**src/rtl/send_unscript_cmd.sv**
```systemverilog
// Unscripted-mode command transmitter: captures button edges, serialises them
// as one-byte op commands over a valid/ready link, with idle heartbeats.
module send_unscript_cmd #(
  parameter int GAP_CYCLES       = 16,
  parameter int HEARTBEAT_CYCLES = 50_000_000,
  parameter int CNT_W            = 26
) (
  input  logic       clk,
  input  logic       rst,
  input  logic       enable,
  input  logic [7:0] cmd_req,
  input  logic       tx_ready,
  output logic       tx_valid,
  output logic [7:0] tx_data,
  output logic [7:0] pending,
  output logic       busy,
  output logic [7:0] sent_count
);

  typedef enum logic [1:0] {IDLE, SEND, GAP} state_t;

  localparam logic [CNT_W-1:0] HB_LAST  = CNT_W'(HEARTBEAT_CYCLES - 1);
  localparam logic [CNT_W-1:0] GAP_LAST = CNT_W'(GAP_CYCLES - 1);
  localparam logic [7:0]       HEARTBEAT_BYTE = 8'h01;

  state_t           state_q, state_d;
  logic [CNT_W-1:0] cnt_q, cnt_d;
  logic [7:0]       cmd_req_q;
  logic [7:0]       pending_q, pending_d;
  logic [7:0]       tx_data_q, tx_data_d;
  logic [7:0]       sent_count_q, sent_count_d;
  logic             tx_valid_q, tx_valid_d;

  logic [7:0]       edges;
  logic [7:0]       sel_onehot;
  logic [3:0]       sel_op;

  // Lowest pending bit wins; op code is bit index + 1 so op 0 stays the heartbeat.
  always_comb begin
    sel_onehot = pending_q & (~pending_q + 8'd1);
    sel_op     = 4'd0;
    for (int i = 7; i >= 0; i--) begin
      if (pending_q[i]) sel_op = 4'(i + 1);
    end
  end

  always_comb begin
    state_d      = state_q;
    cnt_d        = cnt_q;
    tx_valid_d   = tx_valid_q;
    tx_data_d    = tx_data_q;
    sent_count_d = sent_count_q;
    edges        = enable ? (cmd_req & ~cmd_req_q) : 8'd0;
    pending_d    = pending_q | edges;

    case (state_q)
      IDLE: begin
        tx_valid_d = 1'b0;
        if (!enable) begin
          cnt_d = '0;
        end else if (pending_q != 8'd0) begin
          // A fresh edge on the bit being cleared is re-ORed in, so it is not lost.
          tx_data_d  = {2'b00, sel_op, 2'b01};
          pending_d  = (pending_q & ~sel_onehot) | edges;
          cnt_d      = '0;
          tx_valid_d = 1'b1;
          state_d    = SEND;
        end else if (cnt_q == HB_LAST) begin
          tx_data_d  = HEARTBEAT_BYTE;
          cnt_d      = '0;
          tx_valid_d = 1'b1;
          state_d    = SEND;
        end else begin
          cnt_d = cnt_q + 1'b1;
        end
      end

      SEND: begin
        tx_valid_d = 1'b1;
        if (tx_ready) begin
          tx_valid_d   = 1'b0;
          sent_count_d = sent_count_q + 8'd1;
          cnt_d        = '0;
          state_d      = GAP;
        end
      end

      GAP: begin
        tx_valid_d = 1'b0;
        if (cnt_q == GAP_LAST) begin
          cnt_d   = '0;
          state_d = IDLE;
        end else begin
          cnt_d = cnt_q + 1'b1;
        end
      end

      default: begin
        tx_valid_d = 1'b0;
        cnt_d      = '0;
        state_d    = IDLE;
      end
    endcase

    if (!enable) pending_d = 8'd0;
  end

  always_ff @(posedge clk or posedge rst) begin
    if (rst) begin
      state_q      <= IDLE;
      cnt_q        <= '0;
      cmd_req_q    <= 8'd0;
      pending_q    <= 8'd0;
      tx_data_q    <= 8'd0;
      tx_valid_q   <= 1'b0;
      sent_count_q <= 8'd0;
    end else begin
      state_q      <= state_d;
      cnt_q        <= cnt_d;
      cmd_req_q    <= cmd_req;
      pending_q    <= pending_d;
      tx_data_q    <= tx_data_d;
      tx_valid_q   <= tx_valid_d;
      sent_count_q <= sent_count_d;
    end
  end

  assign tx_valid   = tx_valid_q;
  assign tx_data    = tx_data_q;
  assign pending    = pending_q;
  assign busy       = (state_q != IDLE);
  assign sent_count = sent_count_q;

endmodule

```
**config.mk**
```make
export PLATFORM = sky130hd
export DESIGN_NAME = send_unscript_cmd
export DESIGN_NICKNAME = d
export VERILOG_FILES = /design/src/rtl/send_unscript_cmd.sv
export SDC_FILE = /design/constraint.sdc
export NUM_CORES = 1
export LEC_CHECK = 0
export ABC_AREA = 1
export CAP_MARGIN = 20
export CELL_PAD_IN_SITES_DETAIL_PLACEMENT = 2
export CELL_PAD_IN_SITES_GLOBAL_PLACEMENT = 2
export CORE_MARGIN = 2
export CORE_UTILIZATION = 29
export CTS_CLUSTER_DIAMETER = 30
export DETAILED_ROUTE_END_ITERATION = 10
export GPL_ROUTABILITY_DRIVEN = 0
export GPL_TIMING_DRIVEN = 1
export PLACE_DENSITY_LB_ADDON = 0.1
export SETUP_SLACK_MARGIN = 0.1
export SYNTH_ARGS = -nofsm -noshare
export SYNTH_HDL_FRONTEND = slang
export SYNTH_SLANG_ARGS = --single-unit
```
**constraint.sdc**
```tcl
create_clock -name clk -period 2 [get_ports clk]
set_clock_uncertainty 0.1 [all_clocks]
set_input_delay 0.4 -clock clk [delete_from_list [all_inputs] [get_ports clk]]
set_output_delay 0.4 -clock clk [all_outputs]
set_load 0.01 [all_outputs]
```
=== After elaboration in Yosys (flattened, before gate mapping) ===
Cells that the tools add are included.

* Bitwise logic cells: 8
* Add/subtract/negate cells: 3
* Reductions and logical operators: 7
* Equality and inequality tests: 8
* Muxes and demuxes: 31

{| class="wikitable"
|+ Operators with widths
! operator !! number
|-
| 26-bit 2-to-1 mux || 5
|-
| 26-bit one-hot mux with 3 select lines || 1
|-
| 8-bit 2-to-1 mux || 6
|-
| 4-bit 2-to-1 mux || 8
|-
| 26-bit by 1-bit adder with 26-bit output (second input constant) || 1
|-
| 26-bit equality test (second input constant) || 1
|-
| 26-bit by 4-bit equality test with 1-bit output (second input constant) || 1
|-
| 8-bit AND || 3
|-
| 8-bit NOT || 3
|-
| 8-bit by 1-bit adder with 8-bit output (second input constant) || 2
|-
| 8-bit bitwise OR || 2
|-
| 2-bit 2-to-1 mux || 5
|-
| 8-bit nonzero test || 1
|-
| 2-bit inequality test (second input constant) || 3
|-
| 2-bit one-hot mux with 3 select lines || 1
|-
| 1-bit 2-to-1 mux || 4
|-
| 4-bit AND reduction || 1
|-
| 2-bit nonzero test || 2
|-
| 3-bit inequality test (second input constant) || 1
|-
| 3-bit AND reduction || 1
|-
| 2-bit by 1-bit equality test with 1-bit output (second input constant) || 1
|-
| 2-bit equality test (second input constant) || 1
|-
| 2-bit zero test || 1
|-
| 1-bit one-hot mux with 2 select lines || 1
|-
| 2-bit AND reduction || 1
|}

* Output and inout bits: 26
* Flip-flop bits (word level): 61
* Logic and storage cells: 64
* Input bits: 12

=== Longest topological paths before layout ===
Gate-level depths: netlist of the first run.

* Depth after elaboration: 9
* Depth in mapped cells: 11
* Gate-level depth less buffers: 10

=== Least setup slack after synthesis of the first run ===
Ideal clock, no wire load.

* Path type: register to register
* Start point: register cnt_q[0]
* End point: register cnt_q[11]
* Clock period less this slack: 1625 ps
* Setup slack: 375 ps
* Arrival time: 1408 ps
* Required time: 1784 ps
* Buffers on the path: 1
* Cell stages (with the launch flop): 12
* Path through: dfrtp_1 ha_1 nand2_2 nor2_4 nand2_1 nor2_1 nand3_1 nand2_2 nand2_4 buf_6 nand2_1 nand2_1

* Word-level cells in the longest chain between the ends: 5

{| class="wikitable"
|+ RTL lines
! element !! line !! text
|-
| start, declared || 27 || <nowiki>logic [CNT_W-1:0] cnt_q, cnt_d;</nowiki>
|-
| start signal, assigned || 119 || <nowiki>cnt_q <= cnt_d;</nowiki>
|-
| 26-bit by 1-bit adder with 26-bit output or 26-bit equality test (tied branches) || 74, 94, 68 ||
|-
| 26-bit 2-to-1 mux || 68 || <nowiki>end else if (cnt_q == HB_LAST) begin</nowiki>
|-
| 26-bit 2-to-1 mux || 61 || <nowiki>end else if (pending_q != 8'd0) begin</nowiki>
|-
| 26-bit 2-to-1 mux || 59 || <nowiki>if (!enable) begin</nowiki>
|-
| 26-bit one-hot mux with 3 select lines (*) || 56 || <nowiki>case (state_q)</nowiki>
|}

Every way passes the cells marked *; elsewhere a longest branch is shown, timed or not.
A chain may end at the register's enable or synchronous reset.

=== Final worst setup path of the first run ===
* Start point: register pending_q[3], in the netlist pending[3]
* End point: output port pending[3]

{| class="wikitable"
|+ RTL lines
! element !! line !! text
|-
| start, declared || 29 || <nowiki>logic [7:0] pending_q, pending_d;</nowiki>
|-
| start signal, assigned || 121 || <nowiki>pending_q <= pending_d;</nowiki>
|-
| end, declared || 15 || <nowiki>output logic [7:0] pending,</nowiki>
|}

No word-level cell between the ends.

==> flow_summary.json, run 1 <==
{
  "fmax_mhz": 542.6,
  "hold_viol_final": 0,
  "wl_mm": 10.09,
  "finalSetupTns_ps": 0,
  "grt_pass1_vias": 3379,
  "htreeDepth": 3,
  "rsz0062_at_grt": "yes",
  "async_reset_ff_share_pct": 100.0,
  "drt_pass1_iterations": 4,
  "grt_pass1_wl_mm": 16.97,
  "core_um2": 10890,
  "die_w_um": 110.0,
  "grt.overflow.total": 0,
  "via_count": 3017,
  "ys_ff_latch": 58,
  "syn_avg_cell_area_um2": 7.366,
  "startpoint_type": "register",
  "track_usage_pct": 18.99,
  "outcome": "finished, final reports clean",
  "wl_met2_mm": 5.194,
  "required_ps": 1500,
  "worstPathMaxFanout": 5,
  "finalCritPeriodShare_pct": 92.14,
  "cts.reportedPaths.clkPinSlew_ps": 70,
  "ir_drop_uv": 485.6,
  "viasPerCell": 4.627,
  "ys_seq_area_share_pct": 44.58,
  "cpPeakStageDelay_ps": 560,
  "clock_sinks": 58,
  "period_needed_ps": 1843,
  "hpwl_mm": 7.427,
  "p_per_area_nw_per_um2": 914.0,
  "first_iter_violations": 85,
  "met3_length_um": 213,
  "r2r_slack_ps": 250,
  "cp_data_arrival_time_ps": 1340,
  "slew_viol_final": 0,
  "clock_latency_ps": 370,
  "leakage_nw": 2.120,
  "synth.distinct_cells": 31,
  "critPathKind": "register to output port",
  "endpoint_kind": "output port",
  "fp-row-count": 38,
  "slowest_stage": "clkdlybuf4s50_1",
  "synth-edff-count": 0,
  "yosys-top-cells-area": "dfrtp_1, nand2_1, nor2_1",
  "drc_errors": 0,
  "path_delay_family": "buffers and inverters",
  "synth_largest_area_cell": "dfrtp_1",
  "syn-instance-count": 442,
  "ys_warn_count": 0,
  "min_path_type": "primary input to async pin",
  "p_total_mw": 3.805,
  "setup_viol": 0,
  "hold_buffers": 0,
  "nFillCells": 1295,
  "worst-path-buf-inv": 1,
  "diodes": 0,
  "highest_layer": "met4",
  "syn_area_um2": 3256,
  "yosysTopAreaCellShare_pct": 44.58,
  "drive_above_1_share_pct": 14.45,
  "cts_tree": "built",
  "grt_max_degree": 59,
  "post_drt_wl_per_cell_um": 15.47,
  "antenna_found_initial": 0,
  "numPlacedInstances": 632,
  "numCtsBuffers": 9,
  "wl_met1_mm": 4.436,
  "start_util_pct": 29.90,
  "syn_to_final_growth_pct": 27.86,
  "clockBufferDepth": 2,
  "nets": 521,
  "final_common_cell": "nand2_1",
  "io_buffers": 34,
  "layout_common_cells": "nand2_1, dfrtp_1, nor2_1",
  "synth_top_flop_cell": "dfrtp_1",
  "cap_violations": 0,
  "die_area_um2": 12090,
  "die_h_um": 110.0,
  "ant_nets": 0,
  "pin_count": 38,
  "final_cell_count_no_fill": 652,
  "root_buffer": "clkbuf_8",
  "path_cells": "clkdlybuf4s50_1"
}
==> layer usage <==
metal	global-route usage, %	vias to the layer above
met3	3.616	14
met2	33.09	31
met1	22.34	1489
li1	-	1483
met5	0	-
met4	8.951	0
==> registers in the layout, indices dropped and copies added, names as in the netlist <==
signal / flops
cmd_req_q: 8
tx_valid: 1
sent_count: 8
tx_data: 5
cnt_q: 26
state_q: 2
pending: 8
==> repair_timing <==
item                                    4_1_cts  5_1_grt
endpoints found under the hold margin         0        0
endpoints found under the setup margin       11       34
pin swaps                                     0        1
resized for setup                             7       10
buffers inserted                              1        3
==> final cells by class <==
type                       instances  area, um2  area share, %
multi-input combinational        331       1612          38.71
sequential                        58       1456          34.99
timing repair buffer              59      549.3          13.20
inverter                          48      183.9          4.418
tap                              140      175.2          4.208
clock buffer                      11      131.4          3.156
clock inverter                     5      55.05          1.323
==> worst paths after layout <==
kind	end	cells past startpoint	from
max	pending[3]	1	pending[3]
min	cnt_q[8]	3	rst
max reg2reg	cnt_q[11]	7	cnt_q[7]
min reg2reg	sent_count[7]	1	sent_count[7]
max in group asynchronous	cnt_q[12]	3	rst
min in group clk	sent_count[7]	1	sent_count[7]
==> where the power goes <==
part,switching (mW),internal (mW),total [mW]
logic,0.704,0.542,1.25
registers,0.134,1.33,1.46
clock network,0.527,0.571,1.10
==> stage by stage <==
| stage | utilization [%] | hold WS (ps) | worst slack (ps) | cell area, um2 |
|---|---|---|---|---|
| floorplan | - | 331.4 | 375.3 | 3267 |
| global placement | 35.95 | 359.6 | 157.4 | 3914 |
| detailed placement | 35.95 | 360.0 | 96.49 | 3914 |
| CTS | 37.76 | 371.4 | 95.78 | 4111 |
| global route | 38.23 | 382.8 | 96.37 | 4163 |
| finish | 38.23 | 352.7 | 157.1 | 4163 |
==> cell families after synthesis <==
| logic type | Yosys count | share of synthesized area, % |
|---|---|---|
| simple gates | 283 | 37.43 |
| flops | 58 | 44.58 |
| buf+inv | 55 | 7.186 |
| xor+xnor | 23 | 6.187 |
| compound gates | 19 | 3.382 |
| fa+ha+maj | 2 | 0.7685 |
| other cells | 1 | 0.1152 |
| mux | 1 | 0.3459 |
==> cell usage after synthesis, drive strengths merged, types with 3 or more instances <==
library cell and count:
or2 4, a21oi 9, nand3 28, nand2 175, nand3b 3, nor2 64
inv 48, o21ai 5, nand4 6, xor2 19, dfrtp 58, xnor2 4
buf 6
Power figures use the tool's default switching activity.
==> run 2: changes to the inputs <==
--- a/config.mk
+++ b/config.mk
@@ -5,12 +5,12 @@
 export SDC_FILE = /design/constraint.sdc
 export NUM_CORES = 1
 export LEC_CHECK = 0
-export ABC_AREA = 1
+export ABC_AREA = 0
 export CAP_MARGIN = 20
 export CELL_PAD_IN_SITES_DETAIL_PLACEMENT = 2
 export CELL_PAD_IN_SITES_GLOBAL_PLACEMENT = 2
 export CORE_MARGIN = 2
-export CORE_UTILIZATION = 29
+export CORE_UTILIZATION = 31
 export CTS_CLUSTER_DIAMETER = 30
 export DETAILED_ROUTE_END_ITERATION = 10
 export GPL_ROUTABILITY_DRIVEN = 0
==> flow_summary.json, run 2 <==
{
  "nets": 471,
  "fmax_mhz": 447.7,
  "period_needed_ps": 2234,
  "synth_top_flop_cell": "dfrtp_1",
  "first_iter_violations": 170,
  "start_util_pct": 31.49,
  "hold_viol_final": 0,
  "timing.final.ws_setup_ps": -233.7,
  "slew_viol_final": 0,
  "p_per_area_nw_per_um2": 1052,
  "slowest_stage": "o311a_4",
  "grt_pass1_vias": 3542,
  "synth.distinct_cells": 51,
  "ys_ff_latch": 58,
  "p_seq_share_pct": 29.3,
  "cts.reportedPaths.clkPinSlew_ps": 80,
  "largest_register_ffs": 26,
  "ys_seq_area_share_pct": 47.82,
  "cap_violations": 0,
  "r2r-start": "cnt_q[24]",
  "die_w_um": 103.0,
  "p_comb_share_pct": 42.7,
  "setup_viol": 29,
  "fp-row-count": 36,
  "syn_avg_cell_area_um2": 9.088,
  "die_h_um": 103.0,
  "path_cells": "nor4_2 > buf_4 > nand4_1 > o311a_4 > buf_12 > o21ai_1 > a22oi_1",
  "path_delay_family": "compound AO/OA/AOI/OAI gates",
  "endpoint_kind": "register",
  "yosys-top-cells-area": "dfrtp_1, nand2_1, o21ai_1",
  "cts_tree": "built",
  "drt_pass1_iterations": 5,
  "pin_count": 38,
  "wl_mm": 14.12,
  "min_path_type": "primary input to async pin",
  "rsz0062_at_grt": "yes",
  "p_total_mw": 5.177,
  "p_sw_mw": 1.916,
  "drive_above_1_share_pct": 36.58,
  "intPower_mw": 3.262,
  "leakage_nw": 2.264,
  "post-synth-top-count-cell": "dfrtp_1",
  "grt_pass1_wl_mm": 20.39,
  "clock_latency_ps": 370,
  "viasPerCell": 5.474,
  "failed_checks": "negative setup slack",
  "grt_max_degree": 27,
  "dp_slack_ps": -167.5,
  "layout_common_cells": "buf_4, dfrtp_1, nand2_1",
  "post_drt_wl_per_cell_um": 23.73,
  "synth-edff-count": 0,
  "startpoint": "cnt_q[24]",
  "drc_errors": 0,
  "die_area_um2": 10600,
  "ys_warn_count": 0,
  "worstPathMaxFanout": 15,
  "syn_area_um2": 3035,
  "syn_to_final_growth_pct": 62.16,
  "critPathKind": "register to register",
  "ant_nets": 0,
  "final_common_cell": "buf_4",
  "io_buffers": 34,
  "nFillCells": 1023,
  "placed_cell_area_um2": 4168,
  "cp_data_arrival_time_ps": 2380,
  "hpwl_mm": 7.858,
  "async_reset_ff_share_pct": 100.0,
  "clockPowerShare_pct": 28.0,
  "outcome": "finished with violations",
  "grt.overflow.total": 0,
  "yosysTopAreaCellShare_pct": 47.82,
  "largest-register": "cnt_q",
  "diodes": 0,
  "htreeDepth": 3,
  "syn-instance-count": 334,
  "required_ps": 2150,
  "antenna_found_initial": 0,
  "clock_sinks": 58,
  "numCtsBuffers": 9,
  "design_area_um2": 4922,
  "synth_largest_area_cell": "dfrtp_1",
  "hold_buffers": 0,
  "switching_share_pct": 37.00,
  "core_um2": 9639,
  "root_buffer": "clkbuf_8",
  "cpPeakStageDelay_ps": 490,
  "finalCritPeriodShare_pct": 111.7,
  "startpoint_type": "register",
  "via_count": 3257,
  "worst-path-buf-inv": 2,
  "clockBufferDepth": 2,
  "track_usage_pct": 26.09,
  "synthTopCellsByCount": "dfrtp_1, nand2_1, nor2_1",
  "ir_drop_uv": 448.8,
  "final_util_pct": 51.06
}
run 2: changes by cell type in the layout (fill, tap and decap cells not counted), moves of 9 or more:
cell     change
buf_6       +10
o21ai_2      +9
nand3_1     -16
buf_4       +49
inv_1       -35
nor4_1      +10
xor2_1      -16
nand2_1    -120
nor2_1      -31
run 2: metal layers:
metal	vias to the layer above	share of wire [%]	track usage (%)	wire, um
met5	-	0	0	0
met1	1700	41	30.68	5829
met3	27	3.4	3.864	476
met2	81	53	47.45	7448
li1	1449	-	-	-
met4	0	2.6	10.53	366
run 2: final timing paths:
check	to	slack (ps)	depth (start not counted)
max	cnt_q[22]	-230	7
min	pending[2]	230	2
max reg2reg	cnt_q[22]	-230	7
min reg2reg	tx_data[0]	400	1
max in group asynchronous	cnt_q[10]	1140	3
min in group clk	tx_data[0]	400	1
run 2: logic make-up (layout without fill, tap and decap cells):
| logic type | count (synthesis) | in the layout | synth area share [%] |
|---|---|---|---|
| fa+ha+maj | 2 | 2 | 0.8243 |
| other cells | 1 | 3 | 0.1235 |
| flops | 58 | 58 | 47.82 |
| xor+xnor | 7 | 7 | 2.020 |
| mux | 2 | 2 | 0.7419 |
| compound gates | 86 | 87 | 18.59 |
| simple gates | 148 | 148 | 25.56 |
| buf+inv | 30 | 155 | 4.328 |
run 2: power by group through the flow:
| stage | Combinational, mW | Clock [mW] | Sequential [mW] |
|---|---|---|---|
| after detailed placement | 1.55 | 0 | 1.50 |
| after floorplan | 0.619 | 0 | 1.55 |
| final | 2.21 | 1.45 | 1.52 |
| after global routing | 2.35 | 1.51 | 1.54 |
| after global placement | 1.49 | 0 | 1.49 |
| after CTS | 1.95 | 1.43 | 1.50 |
run 2: final cells by class:
| cell class | instances | area [um2] | share of cell area (%) |
|---|---|---|---|
| sequential | 58 | 1458 | 29.61 |
| tap | 133 | 166.4 | 3.381 |
| multi-input combinational | 249 | 1815 | 36.88 |
| clock inverter | 7 | 125.1 | 2.542 |
| inverter | 14 | 56.30 | 1.144 |
| timing repair buffer | 125 | 1177 | 23.92 |
| clock buffer | 9 | 123.9 | 2.517 |
run 2: per-stage QoR:
| step | hold slack, ps | setup TNS, ps | instances |
|---|---|---|---|
| final | 228.6 | -4500 | 595 |
| after global routing | 248.9 | -6935 | 595 |
| after floorplan | 331.4 | -45.64 | 336 |
| after CTS | 237.8 | -1323 | 590 |
| after global placement | 347.6 | -2251 | 563 |
| after detailed placement | 355.2 | -2786 | 563 |
run 2: repair_timing:
action,in CTS,in global routing
resized for setup,53,27
gates cloned,2,0
buffers inserted,11,8
pin swaps,27,29
setup endpoints to repair,35,38
hold endpoints to repair,0,0
==> run 3: changes to the inputs <==
--- a/config.mk
+++ b/config.mk
@@ -17,6 +17,7 @@
 export GPL_TIMING_DRIVEN = 1
 export PLACE_DENSITY_LB_ADDON = 0.1
 export SETUP_SLACK_MARGIN = 0.1
+export SLEW_MARGIN = 0
 export SYNTH_ARGS = -nofsm -noshare
 export SYNTH_HDL_FRONTEND = slang
 export SYNTH_SLANG_ARGS = --single-unit
==> results of run 3 <==
Same layout as run 2: the final DEF is identical, and so are final timing and power.
